<file path="config.mk">
export PLATFORM = sky130hd
export DESIGN_NAME = key_led_ctrl
export DESIGN_NICKNAME = d
export VERILOG_FILES = /design/src/rtl/key_led_ctrl.sv
export SDC_FILE = /design/constraint.sdc
export NUM_CORES = 1
export LEC_CHECK = 0
export ABC_CLOCK_PERIOD_IN_PS = 2700
export CAP_MARGIN = 10
export CORE_MARGIN = 4
export CORE_UTILIZATION = 30
export CTS_CLUSTER_SIZE = 30
export DETAILED_ROUTE_END_ITERATION = 8
export GPL_TIMING_DRIVEN = 0
export REMOVE_ABC_BUFFERS = 1
export SETUP_SLACK_MARGIN = 0.1
export SKIP_LAST_GASP = 1
export SLEW_MARGIN = 20
export SYNTH_ARGS = -nofsm -noshare
export SYNTH_HDL_FRONTEND = slang
export SYNTH_SLANG_ARGS = --single-unit
</file>
<file path="constraint.sdc">
create_clock -name clk -period 2.7 [get_ports clk]
set_input_delay 0.405 -clock clk [delete_from_list [all_inputs] [get_ports clk]]
set_output_delay 0.405 -clock clk [all_outputs]
set_load 0.05 [all_outputs]
</file>
<file path="src/rtl/key_led_ctrl.sv">
// key_led_ctrl: classifies a debounced key into short / long / double press
// events, timed in CE ticks, and steps a four-mode LED sequencer
// (off / on / slow blink / fast blink) from those events.
module key_led_ctrl #(
  parameter int unsigned LONG_TICKS = 16,
  parameter int unsigned DBL_TICKS  = 4,
  parameter int unsigned BLINK_SLOW = 8,
  parameter int unsigned BLINK_FAST = 2
) (
  input  logic       clk,
  input  logic       rst,
  input  logic       ce,
  input  logic       key_lvl,
  output logic       evt_short,
  output logic       evt_long,
  output logic       evt_double,
  output logic [1:0] mode,
  output logic       led_out
);

  // Counter compare values: a limit is reached on the tick where cnt == LIMIT-1
  localparam logic [15:0] LONG_LIM = 16'(LONG_TICKS - 1);
  localparam logic [15:0] DBL_LIM  = 16'(DBL_TICKS - 1);
  localparam logic [15:0] SLOW_LIM = 16'(BLINK_SLOW - 1);
  localparam logic [15:0] FAST_LIM = 16'(BLINK_FAST - 1);

  typedef enum logic [2:0] {
    IDLE   = 3'd0,
    PRESS1 = 3'd1,
    WAIT2  = 3'd2,
    PRESS2 = 3'd3,
    HOLD   = 3'd4
  } state_t;

  state_t      state;
  logic        key_prev;
  logic [15:0] cnt;
  logic [15:0] bcnt;
  logic        rise;
  logic        fall;
  logic        long_hit;
  logic        dbl_hit;
  logic [1:0]  mode_nx;
  logic [15:0] blink_lim;

  // Edges are seen on every clock, independent of ce
  assign rise     = key_lvl & ~key_prev;
  assign fall     = ~key_lvl & key_prev;
  assign long_hit = ce && (cnt == LONG_LIM);
  assign dbl_hit  = ce && (cnt == DBL_LIM);

  // Previous key level for edge detection; zero at reset so a key held
  // across reset release is seen as a fresh press
  always_ff @(posedge clk) begin
    if (rst) begin
      key_prev <= 1'b0;
    end else begin
      key_prev <= key_lvl;
    end
  end

  // Press classifier: tick counter restarts on every state change, edges
  // take priority over a limit tick landing in the same cycle
  always_ff @(posedge clk) begin
    if (rst) begin
      state      <= IDLE;
      cnt        <= '0;
      evt_short  <= 1'b0;
      evt_long   <= 1'b0;
      evt_double <= 1'b0;
    end else begin
      evt_short  <= 1'b0;
      evt_long   <= 1'b0;
      evt_double <= 1'b0;
      if (ce) begin
        cnt <= cnt + 16'd1;
      end
      case (state)
        IDLE: begin
          if (rise) begin
            state <= PRESS1;
            cnt   <= '0;
          end
        end
        PRESS1: begin
          if (fall) begin
            state <= WAIT2;
            cnt   <= '0;
          end else if (long_hit) begin
            state    <= HOLD;
            cnt      <= '0;
            evt_long <= 1'b1;
          end
        end
        WAIT2: begin
          if (rise) begin
            state <= PRESS2;
            cnt   <= '0;
          end else if (dbl_hit) begin
            state     <= IDLE;
            cnt       <= '0;
            evt_short <= 1'b1;
          end
        end
        PRESS2: begin
          if (fall) begin
            state      <= IDLE;
            cnt        <= '0;
            evt_double <= 1'b1;
          end
        end
        HOLD: begin
          if (fall) begin
            state <= IDLE;
            cnt   <= '0;
          end
        end
        default: begin
          state <= IDLE;
          cnt   <= '0;
        end
      endcase
    end
  end

  // Mode that the registered event selects for the next edge
  always_comb begin
    mode_nx = mode;
    if (evt_short) begin
      mode_nx = mode + 2'd1;
    end else if (evt_long) begin
      mode_nx = 2'd0;
    end else if (evt_double) begin
      mode_nx = 2'd3;
    end
  end

  // Half-period compare value for the current blink mode
  always_comb begin
    blink_lim = (mode == 2'd2) ? SLOW_LIM : FAST_LIM;
  end

  // LED sequencer: a real mode change restarts the blink phase lit;
  // otherwise blink modes toggle every half-period of ce ticks
  always_ff @(posedge clk) begin
    if (rst) begin
      mode    <= 2'd0;
      led_out <= 1'b0;
      bcnt    <= '0;
    end else begin
      mode <= mode_nx;
      if (mode_nx != mode) begin
        bcnt    <= '0;
        led_out <= (mode_nx != 2'd0);
      end else if (mode[1]) begin
        if (ce) begin
          if (bcnt == blink_lim) begin
            bcnt    <= '0;
            led_out <= ~led_out;
          end else begin
            bcnt <= bcnt + 16'd1;
          end
        end
      end else begin
        bcnt    <= '0;
        led_out <= mode[0];
      end
    end
  end

endmodule

</file>
==> results.json <==
{
  "relSlewSlack_pct": 62.6,
  "worstSkewPairLatency_ps": 290,
  "wl_per_cell_um": 11.4,
  "antenna_found_initial": 0,
  "placedCellCount": 308,
  "p_leak_nw": 0.770,
  "arrival_ps": 2450,
  "yosys-top-cells-area": "dfxtp_1 41%, xor2_1 8.6%, nor2_1 6.1%",
  "grt_pass1_vias": 1466,
  "finalCriticalPeriod_ps": 2290,
  "nNetsFinal": 246,
  "crit_required_ps": 2860,
  "grt_pass1_wl_mm": 6.62,
  "dp_hpwl_mm": 2.49,
  "cp_common_cell": "nor2_1",
  "hold-worst-slack_ps": 491,
  "post-route-period-util_pct": 84.8,
  "start_util_pct": 31.5,
  "drtIter0Drc": 40,
  "worst-path-buf-inv": 1,
  "synth_top_area_cell": "dfxtp_1",
  "worst_slack_ps": 410,
  "rows": 29,
  "async_reset_ff_share_pct": 0,
  "worst_slew_pin_slew_ps": 557,
  "ys_ff_latch": 42,
  "cts_max_path_buffers": 2,
  "postSynthCellCount": 229,
  "io_pins": 10,
  "cts_buffers": 5,
  "ys_seq_area_share_pct": 41.3,
  "irDropWorstVdd_mv": 0.285,
  "die_area_mm2": 0.00816,
  "fmax_mhz": 437,
  "core_mm2": 0.00646,
  "avgSynthCellArea_um2": 8.88,
  "antenna_left": 0,
  "drt_pre_antenna_iters": 6,
  "cap_violations": 0,
  "hold_viol": 0,
  "grt_start_max_net_pins": 17,
  "drive_above_1_share_pct": 10.4,
  "synthFlopType": "dfxtp_1",
  "finClkSkew_ps": 9.34,
  "vias": 1521,
  "cp_cell_sequence": "inv_1 > ha_1 > nor3_1 > nor2_1 > or4b_2 > nand3b_1 > nor2_1",
  "gp_congestion": 0.746,
  "grt_overflow": 0,
  "yosys.area.top_type_share_pct": 41.3,
  "drc": 0,
  "critPathTopFamily": "simple AND/OR/NAND/NOR gates",
  "cts_tree": "built",
  "vias_per_cell": 4.80,
  "hold_buffers": 0,
  "synth_edf_count": 0,
  "slew_violations": 0,
  "yosys-top-cells-count": "42 x dfxtp_1, 33 x nor2_1, 20 x xor2_1, 15 x nand2_1, 10 x xnor2_1",
  "netlist_area_mm2": 0.00203,
  "synthDistinctLibCells": 48,
  "numPortBuffers": 9,
  "fin_area_mm2": 0.00230,
  "clock-sinks": 42,
  "place_ws_ps": -251,
  "power-per-cell-area_mw_per_mm2": 596,
  "clock-root-buffer": "clkbuf_8",
  "crit_path_start_kind": "register",
  "synthToLayoutAreaGrowth_pct": 13.0,
  "slowest_stage": "or4b_2",
  "finalPower_w": 0.00137,
  "crit_type": "register to register",
  "slowest_delay_ps": 710,
  "path_max_fanout": 14,
  "worstSetupEndpointType": "register",
  "wirelength_mm": 3.61,
  "rsz0062_at_grt": "no",
  "outcome": "completed",
  "synth.most_common_cell": "dfxtp_1",
  "die_h_um": 90.4,
  "dpl_cell_area_mm2": 0.00217,
  "path_clk_slew_ps": 80,
  "min_path_type": "register to register",
  "die_w_um": 90.4,
  "layout.cells.non_filler": 317,
  "finalSetupViolCount": 0,
  "h-tree-depth": 2,
  "n_antenna_cell": 0,
  "yosys_warnings": 0,
  "grt_usage_pct": 9.65
}
## cells by family (layout without fill, tap and decap cells)
group	Yosys count	count (layout)	synth area share, %
multiplexers	2	2	0.984
XOR/XNOR	30	30	12.9
AND/OR/NAND/NOR	119	119	32.0
buffers and inverters	12	23	3.44
flip-flops	42	42	41.3
AO/OA/AOI/OAI	21	21	7.50
adder cells (fa/ha/maj)	3	3	1.85
## state kept, by name, indices dropped and copies added, names as in the netlist
| register | count |
|---|---|
| mode | 2 |
| evt_double | 1 |
| bcnt | 16 |
| led_out | 1 |
| evt_short | 1 |
| cnt | 16 |
| key_prev | 1 |
| evt_long | 1 |
| state | 3 |
## per-layer routing
| layer | vias up | routed length, um | global-route usage (%) | share of wire, % |
|---|---|---|---|---|
| li1 | 821 | - | - | - |
| met1 | 691 | 1890 | 12.5 | 52 |
| met2 | 7 | 1620 | 15.1 | 45 |
| met3 | 2 | 61 | 2.75 | 1.7 |
| met4 | 0 | 36 | 3.83 | 1.0 |
| met5 | - | 0 | 0 | 0 |
## worst paths after layout
kind	start	endpoint	slack [ps]	cells after the start
min	led_out$_SDFFE_PP0P_	led_out$_SDFFE_PP0P_	490	2
max	mode[0]$_SDFF_PP0_	bcnt[11]$_SDFFE_PP0P_	410	7
min reg2reg	led_out$_SDFFE_PP0P_	led_out$_SDFFE_PP0P_	490	2
max reg2reg	mode[0]$_SDFF_PP0_	bcnt[11]$_SDFFE_PP0P_	410	7
## cells in the final DEF, fill, tap and decap left out, types with 6 or more instances in the layout
cell type	instances
xnor2_1	10
nand4_1	8
nor2_2	9
clkdlybuf4s50_1	8
dfxtp_1	42
nor2_1	33
nor3_1	8
nand3_1	7
nand2_1	15
nor4_1	6
and3_1	7
xor2_1	20
## worst min-delay path: cells and delay by family (launching register included)
kind             cells  cell delay [ps]
flip-flops           1              330
AND/OR/NAND/NOR      1               70
AO/OA/AOI/OAI        1               50
## final cells by class
type	count	area, um^2
repair buffers	10	113
clock buffers	7	76.3
multi-input cells	175	1120
inverters	5	18.8
flip-flops and latches	42	841
well taps	77	96.3
clock inverters	1	30.0
fillers	662	4160
## report_power, final
| group | switching [W] | internal [W] |
|---|---|---|
| logic | 0.000112 | 0.0000978 |
| registers | 0.0000350 | 0.000641 |
| clock network | 0.000207 | 0.000277 |
| total | 0.000354 | 0.00102 |
## through the flow
stage	TNS [ps]	util, %
final	0	35.6
after detailed placement	-3660	33.6
after global routing	0	35.6
after CTS	0	35.5
after global placement	-3700	33.6
after floorplan	0	-
## what timing repair did
item | CTS | global route
pin swaps | 1 | 0
setup buffers | 1 | 0
cloned | 0 | 0
resized for setup | 0 | 1
endpoints found under the setup margin | 14 | 16
(Power assumes the default switching activity.)
